--- src/rtl/task_frame_arb_pkg.sv ---
// Shared types and default parameters for the task frame arbiter.
// Imported by the interface-facing top and the round-robin picker.
package task_arb_pkg;

    typedef enum logic [1:0] {
        ST_IDLE,
        ST_ARB,
        ST_XFER,
        ST_WAIT_OUT
    } state_t;

    localparam int DEF_NUM_REQ        = 4;
    localparam int DEF_DATA_WIDTH     = 8;
    localparam int DEF_TIMEOUT_CYCLES = 4096;

endpackage

--- src/rtl/task_frame_arb_if.sv ---
// Frame-source / task-input bundle between the sources and the arbiter.
// The master side drives the i_* signals, the slave side (arbiter) drives the o_* signals.
interface task_frame_arb_if #(
    parameter int NUM_REQ    = 4,
    parameter int DATA_WIDTH = 8
);
    logic [NUM_REQ-1:0]            i_req;
    logic [NUM_REQ-1:0]            i_tdata_valid;
    logic [NUM_REQ*DATA_WIDTH-1:0] i_tdata;
    logic [NUM_REQ-1:0]            i_tdata_last;
    logic                          i_tready;
    logic                          i_output_last;
    logic [NUM_REQ-1:0]            o_tready;
    logic [DATA_WIDTH-1:0]         o_tdata;
    logic                          o_tdata_valid;
    logic                          o_tdata_last;
    logic [NUM_REQ-1:0]            o_grant;
    logic                          o_busy;
    logic                          o_timeout;

    modport master (
        output i_req, i_tdata_valid, i_tdata, i_tdata_last,
        output i_tready, i_output_last,
        input  o_tready, o_tdata, o_tdata_valid, o_tdata_last,
        input  o_grant, o_busy, o_timeout
    );

    modport slave (
        input  i_req, i_tdata_valid, i_tdata, i_tdata_last,
        input  i_tready, i_output_last,
        output o_tready, o_tdata, o_tdata_valid, o_tdata_last,
        output o_grant, o_busy, o_timeout
    );
endinterface

--- src/rtl/task_frame_arb_rr_arbiter.sv ---
// Combinational round-robin picker: first set request at or above the
// pointer, wrapping; returns a one-hot grant (zero when nothing requests).
module rr_arbiter #(
    parameter int NUM_REQ = 4,
    parameter int PW      = 2
) (
    input  logic [NUM_REQ-1:0] i_req,
    input  logic [PW-1:0]      i_ptr,
    output logic [NUM_REQ-1:0] o_grant
);
    logic [NUM_REQ-1:0] w_rot;
    logic [NUM_REQ-1:0] w_sel;
    logic               w_found;

    // Rotate so the pointer position is bit 0, pick lowest, rotate back.
    always_comb begin
        w_rot   = NUM_REQ'({i_req, i_req} >> i_ptr);
        w_sel   = '0;
        w_found = 1'b0;
        for (int i = 0; i < NUM_REQ; i++) begin
            if (w_rot[i] && !w_found) begin
                w_sel[i] = 1'b1;
                w_found  = 1'b1;
            end
        end
        o_grant = NUM_REQ'(({w_sel, w_sel} << i_ptr) >> NUM_REQ);
    end
endmodule

--- src/rtl/task_frame_arb.sv ---
// Arbitrates whole frames from NUM_REQ sources onto one task input path,
// holding the owner until the task engine reports its final output word.
module task_frame_arb
    import task_arb_pkg::*;
#(
    parameter int NUM_REQ        = DEF_NUM_REQ,
    parameter int DATA_WIDTH     = DEF_DATA_WIDTH,
    parameter int TIMEOUT_CYCLES = DEF_TIMEOUT_CYCLES
) (
    input logic              i_clk,
    input logic              i_rst,
    task_frame_arb_if.slave  bus
);
    localparam int PW = (NUM_REQ > 1) ? $clog2(NUM_REQ) : 1;
    localparam int CW = $clog2(TIMEOUT_CYCLES) + 1;

    state_t                r_state;
    state_t                w_next;
    logic [NUM_REQ-1:0]    r_grant;
    logic [NUM_REQ-1:0]    w_arb_grant;
    logic [PW-1:0]         r_ptr;
    logic [PW-1:0]         w_gidx;
    logic [PW-1:0]         w_ptr_next;
    logic [CW-1:0]         r_cnt;
    logic                  r_timeout;
    logic [DATA_WIDTH-1:0] w_data;
    logic                  w_src_valid;
    logic                  w_src_last;
    logic                  w_xfer;
    logic                  w_fwd_valid;
    logic                  w_done;
    logic                  w_expire;

    rr_arbiter #(
        .NUM_REQ (NUM_REQ),
        .PW      (PW)
    ) u_rr (
        .i_req   (bus.i_req),
        .i_ptr   (r_ptr),
        .o_grant (w_arb_grant)
    );

    always_comb begin
        w_gidx      = '0;
        w_data      = '0;
        w_src_valid = 1'b0;
        w_src_last  = 1'b0;
        for (int i = 0; i < NUM_REQ; i++) begin
            if (r_grant[i]) begin
                w_gidx      = PW'(i);
                w_data      = bus.i_tdata[i*DATA_WIDTH +: DATA_WIDTH];
                w_src_valid = bus.i_tdata_valid[i];
                w_src_last  = bus.i_tdata_last[i];
            end
        end
    end

    assign w_xfer      = (r_state == ST_XFER);
    assign w_fwd_valid = w_xfer & w_src_valid & bus.i_tready;
    assign w_done      = (r_state == ST_WAIT_OUT) & bus.i_output_last;
    // Output completion beats the timeout when both land together.
    assign w_expire    = (r_state == ST_WAIT_OUT) & ~bus.i_output_last
                       & (r_cnt == CW'(TIMEOUT_CYCLES - 1));
    assign w_ptr_next  = (w_gidx == PW'(NUM_REQ - 1)) ? '0 : w_gidx + PW'(1);

    always_comb begin
        w_next = r_state;
        unique case (r_state)
            ST_IDLE:     if (|bus.i_req) w_next = ST_ARB;
            ST_ARB:      w_next = (|bus.i_req) ? ST_XFER : ST_IDLE;
            ST_XFER:     if (w_fwd_valid && w_src_last) w_next = ST_WAIT_OUT;
            ST_WAIT_OUT: if (w_done || w_expire) w_next = ST_IDLE;
            default:     w_next = ST_IDLE;
        endcase
    end

    always_ff @(posedge i_clk or posedge i_rst) begin
        if (i_rst) r_state <= ST_IDLE;
        else       r_state <= w_next;
    end

    always_ff @(posedge i_clk or posedge i_rst) begin
        if (i_rst) begin
            r_grant   <= '0;
            r_ptr     <= '0;
            r_cnt     <= '0;
            r_timeout <= 1'b0;
        end else begin
            r_timeout <= w_expire;
            r_cnt     <= (r_state == ST_WAIT_OUT) ? r_cnt + CW'(1) : '0;
            if (r_state == ST_ARB) r_grant <= w_arb_grant;
            if (w_done || w_expire) begin
                r_grant <= '0;
                r_ptr   <= w_ptr_next;
            end
        end
    end

    assign bus.o_tready      = w_xfer ? (r_grant & {NUM_REQ{bus.i_tready}}) : '0;
    assign bus.o_tdata       = w_xfer ? w_data : '0;
    assign bus.o_tdata_valid = w_fwd_valid;
    assign bus.o_tdata_last  = w_fwd_valid & w_src_last;
    assign bus.o_grant       = r_grant;
    assign bus.o_busy        = (r_state != ST_IDLE);
    assign bus.o_timeout     = r_timeout;
endmodule

--- src/flat_wrapper.sv ---
// flat-port wrapper written by rule: the top's interface ports become plain ports
module task_frame_arb_flat import task_arb_pkg::*;
#(
    parameter int NUM_REQ        = DEF_NUM_REQ,
    parameter int DATA_WIDTH     = DEF_DATA_WIDTH,
    parameter int TIMEOUT_CYCLES = DEF_TIMEOUT_CYCLES
)
  (i_clk, i_rst, bus_i_req, bus_i_tdata_valid, bus_i_tdata, bus_i_tdata_last, bus_i_tready, bus_i_output_last, bus_o_tready, bus_o_tdata, bus_o_tdata_valid, bus_o_tdata_last, bus_o_grant, bus_o_busy, bus_o_timeout);
  task_frame_arb_if #(.NUM_REQ(NUM_REQ), .DATA_WIDTH(DATA_WIDTH)) bus_i ();
  input logic i_clk;
  input logic i_rst;
  input wire logic [$bits(bus_i.i_req)-1:0] bus_i_req;
  input wire logic [$bits(bus_i.i_tdata_valid)-1:0] bus_i_tdata_valid;
  input wire logic [$bits(bus_i.i_tdata)-1:0] bus_i_tdata;
  input wire logic [$bits(bus_i.i_tdata_last)-1:0] bus_i_tdata_last;
  input wire logic [$bits(bus_i.i_tready)-1:0] bus_i_tready;
  input wire logic [$bits(bus_i.i_output_last)-1:0] bus_i_output_last;
  output wire logic [$bits(bus_i.o_tready)-1:0] bus_o_tready;
  output wire logic [$bits(bus_i.o_tdata)-1:0] bus_o_tdata;
  output wire logic [$bits(bus_i.o_tdata_valid)-1:0] bus_o_tdata_valid;
  output wire logic [$bits(bus_i.o_tdata_last)-1:0] bus_o_tdata_last;
  output wire logic [$bits(bus_i.o_grant)-1:0] bus_o_grant;
  output wire logic [$bits(bus_i.o_busy)-1:0] bus_o_busy;
  output wire logic [$bits(bus_i.o_timeout)-1:0] bus_o_timeout;
  assign bus_i.i_req = bus_i_req;
  assign bus_i.i_tdata_valid = bus_i_tdata_valid;
  assign bus_i.i_tdata = bus_i_tdata;
  assign bus_i.i_tdata_last = bus_i_tdata_last;
  assign bus_i.i_tready = bus_i_tready;
  assign bus_i.i_output_last = bus_i_output_last;
  assign bus_o_tready = bus_i.o_tready;
  assign bus_o_tdata = bus_i.o_tdata;
  assign bus_o_tdata_valid = bus_i.o_tdata_valid;
  assign bus_o_tdata_last = bus_i.o_tdata_last;
  assign bus_o_grant = bus_i.o_grant;
  assign bus_o_busy = bus_i.o_busy;
  assign bus_o_timeout = bus_i.o_timeout;
  task_frame_arb #(.NUM_REQ(NUM_REQ), .DATA_WIDTH(DATA_WIDTH), .TIMEOUT_CYCLES(TIMEOUT_CYCLES)) u_core (.i_clk(i_clk), .i_rst(i_rst), .bus(bus_i));
endmodule
--- config.mk ---
export PLATFORM = sky130hd
export DESIGN_NAME = task_frame_arb_flat
export DESIGN_NICKNAME = d
export VERILOG_FILES = /design/src/rtl/task_frame_arb_pkg.sv /design/src/rtl/task_frame_arb_if.sv /design/src/rtl/task_frame_arb_rr_arbiter.sv /design/src/rtl/task_frame_arb.sv /design/src/flat_wrapper.sv
export SDC_FILE = /design/constraint.sdc
export NUM_CORES = 1
export LEC_CHECK = 0
export CORE_UTILIZATION = 61
export CTS_CLUSTER_DIAMETER = 40
export DETAILED_ROUTE_END_ITERATION = 7
export DONT_BUFFER_PORTS = 1
export PLACE_DENSITY = 0.81
export SLEW_MARGIN = 10
export SYNTH_ARGS = -nofsm -noshare
export SYNTH_HDL_FRONTEND = slang
export SYNTH_HIERARCHICAL = 1
export SYNTH_SLANG_ARGS = --single-unit
--- constraint.sdc ---
create_clock -name i_clk -period 2.05 [get_ports i_clk]
set_input_delay 0.1025 -clock i_clk [delete_from_list [all_inputs] [get_ports i_clk]]
set_output_delay 0.1025 -clock i_clk [all_outputs]
set_load 0.01 [all_outputs]
==> results.sh <==
export IMPL_rows=17
export IMPL_timing_rr_start="u_core/r_cnt[0]$_DFF_PP0_"
export IMPL_pre_cts_ws_ns=0.375
export IMPL_relSlewSlack_pct=45.4
export IMPL_synth_fa_ha_area_share_pct=0.862
export IMPL_fin_crit_ns=1.92
export IMPL_antenna_found_initial=0
export IMPL_powerDensity_nw_per_um2=1130
export IMPL_finalClockSkew_ns=0.00897
export IMPL_cp_required_ns=1.95
export IMPL_hp_class="in -> reg"
export IMPL_yosysUniqueCellTypes=38
export IMPL_fp_dieH_um=50.8
export IMPL_leakage_nw=0.680
export IMPL_worstSkewPairLatency_ns=0.32
export IMPL_worst_pin_slew_ns=0.817
export IMPL_timing_final_crit_share_pct=93.8
export IMPL_dieArea_um2=2580
export IMPL_ctsHtreeMaxLevel=1
export IMPL_synth_top_flop_cell="dfrtp_1"
export IMPL_ir_drop_uv=689
export IMPL_crit_chain="nor2b_1 -> a221oi_1 -> o41a_1 -> nor2_1"
export IMPL_grt_max_degree=23
export IMPL_ys_seq_area_share_pct=37.9
export IMPL_critPathLaunchType="register"
export IMPL_chipWidth_um=50.8
export IMPL_slowest_delay_ns=0.48
export IMPL_place_inst=201
export IMPL_r2r_slack_ns=0.35
export IMPL_routedWlPerCell_um=17.4
export IMPL_status="complete, no violations"
export IMPL_postLayoutCellArea_um2=1620
export IMPL_path_max_fanout=5
export IMPL_yosys_area_share_xor_xnor_pct=5.43
export IMPL_drv_slew=0
export IMPL_rsz0062_at_grt="false"
export IMPL_crit_type="reg -> out"
export IMPL_grt_total_usage_pct=28.7
export IMPL_cts_root_buffer="clkbuf_4"
export IMPL_max_freq_mhz=520
export IMPL_dr_pass1_iters=4
export IMPL_synth_compound_area_share_pct=22.8
export IMPL_synth_most_common_cell="nor2_1"
export IMPL_drc_errors=0
export IMPL_cts_sinks=22
export IMPL_initial_utilization_pct=65.0
export IMPL_first_global_vias=1221
export IMPL_cts_inserted_buffers=3
export IMPL_ys_top_cells_by_area="dfrtp_1 (38%), nor2_1 (6.5%), a221oi_1 (4.8%)"
export IMPL_viasPerCell=6.57
export IMPL_pin_count=68
export IMPL_yosysWarnings=6
export IMPL_r2r_end="u_core/r_ptr[1]$_DFFE_PP0P_"
export IMPL_fin_ws_ns=0.126
export IMPL_drive_gt1_share_pct=15.6
export IMPL_num_vias=1359
export IMPL_min_from="bus_i_tdata_last[3]"
export IMPL_synthCells=167
export IMPL_end_kind="output port"
export IMPL_finalSetupTns_ns=0
export IMPL_io_buffers=0
export IMPL_placed_area_um2=1560
export IMPL_synth_edf_count=0
export IMPL_synthSimpleGateAreaFrac_pct=27.5
export IMPL_routabilityCongestion=0.814
export IMPL_setup_viol=0
export IMPL_dr_first_iter_drc_count=31
export IMPL_grt_ovfl_total=0
export IMPL_nets=229
export IMPL_dpl_hpwl_mm=2.69
export IMPL_hold_violations=0
export IMPL_ys_top_cells_by_count="nor2_1 (25), dfrtp_1 (22), nand3_1 (13), a21oi_1 (9)"
export IMPL_hold_path_end="u_core/r_state[0]$_DFFE_PP0P_"
export IMPL_synth_top_cell_area_share_pct=37.9
export IMPL_startpoint="u_core/bus.o_grant[0]$_DFFE_PP0P_"
export IMPL_critPathSlowestCell="dfrtp_1"
export IMPL_ant_nets=0
export IMPL_ys_ff_latch=22
export IMPL_syn_cell_area_um2=1450
export IMPL_wirelength_mm=3.60
export IMPL_ys_async_sr_fraction_pct=100
export IMPL_grt_pass1_wl_mm=5.51
export IMPL_yosys_area_top_type="dfrtp_1"
export IMPL_crit_arrival_ns=1.82
export IMPL_synth_nets=216
export IMPL_area_growth_syn_to_layout_pct=11.6
export IMPL_finalNonFillerCells=207
export IMPL_core_um2=2230
export IMPL_syn_area_per_cell_um2=8.69
export IMPL_fillers=167
export IMPL_path_clk_slew_ns=0.13
export IMPL_cap_viol_max_count=0
export IMPL_cts_buffer_depth=2
export IMPL_r2r_worst_path_cells=5
export IMPL_multi_input_area_um2=853
export IMPL_insertedDiodeCount=0
export IMPL_whs_path_depth=2
export IMPL_cts_tree="built"
export IMPL_muxShareOfSynthArea_pct=2.07
export IMPL_register_area_um2=552
export IMPL_synth_top_family_by_area="simple AND/OR/NAND/NOR gates"
==> area by class of cell <==
class | instances | share of cell area (%)
Sequential cell | 22 | 34.1
Clock buffer | 4 | 2.24
Inverter | 5 | 1.16
Multi-Input combinational cell | 132 | 52.7
Tap cell | 28 | 2.16
Timing Repair Buffer | 16 | 7.72
==> critical path, delay by kind of cell, from the launching register on <==
kind               cells  cell delay [ns]
AOI/OAI and AO/OA      2             0.58
DFF                    1             0.48
and+or+nand+nor        2             0.43
==> flip-flops by register name (all words and copies together) (netlist names), named ones only <==
register and flops:
u_core/r_cnt 13, u_core/bus.o_timeout 1, u_core/r_state 1, u_core/bus.o_grant 4, u_core/r_ptr 2
==> report_power, final <==
group / leakage (nW) / switching [mW] / internal (mW)
clock network: 0.0210 / 0.136 / 0.109
logic: 0.364 / 0.498 / 0.431
registers: 0.294 / 0.146 / 0.506
total: 0.680 / 0.779 / 1.05
==> kinds of logic (layout without fill, tap and decap cells) <==
group	count (synthesis)	in the layout
DFF	22	22
adders and majority gates	1	1
muxes	2	2
xor gates and xnor gates	9	9
buffers and inverters	13	25
and+or+nand+nor	75	75
AOI/OAI and AO/OA	45	45
==> worst max path at each step <==
stage                                             end  slack (ns)  depth (start not counted)
after floorplan                      bus_o_tdata_last        0.50                          5
final                                bus_o_tdata_last        0.13                          4
after CTS                            bus_o_tdata_last        0.10                          4
after global placement    u_core/r_ptr[1]$_DFFE_PP0P_        0.45                          5
after global routing                 bus_o_tdata_last        0.03                          4
after detailed placement  u_core/r_ptr[1]$_DFFE_PP0P_        0.37                          5
==> routing by layer <==
layer | vias to the layer above | wire length [um] | track usage, %
met1 | 647 | 1450 | 34.9
li1 | 637 | - | -
met4 | 0 | 46 | 9.72
met3 | 7 | 221 | 5.15
met2 | 68 | 1880 | 50.7
met5 | - | 0 | 0
==> cell usage in the layout, fill, tap and decap left out, types with 6 or more instances in the layout <==
cell,netlist,final
a21oi_1,9,9
a221oi_1,8,8
and3_1,7,7
buf_4,0,14
dfrtp_1,22,21
nand2_1,8,8
nand3_1,13,13
nor2_1,25,25
o31ai_1,7,7
xnor2_1,6,6
==> what timing repair did <==
item                                   4_1_cts  5_1_grt
gates resized for setup                      0        2
endpoints found under the hold margin       23        0
hold buffers                                 2        0
setup endpoints to repair                    0        1
buffers inserted                             0        0
==> metrics by stage <==
stage / hold slack, ns / util, % / power (mW)
final: 0.0159 / 72.5 / 1.82
after floorplan: 0.0917 / - / 1.25
after global placement: 0.175 / 69.9 / 1.53
after detailed placement: 0.189 / 69.9 / 1.56
after global routing: 0.0193 / 72.5 / 1.94
after CTS: 0.0149 / 72.4 / 1.81
Note: power is estimated with default switching activity, not from simulation.
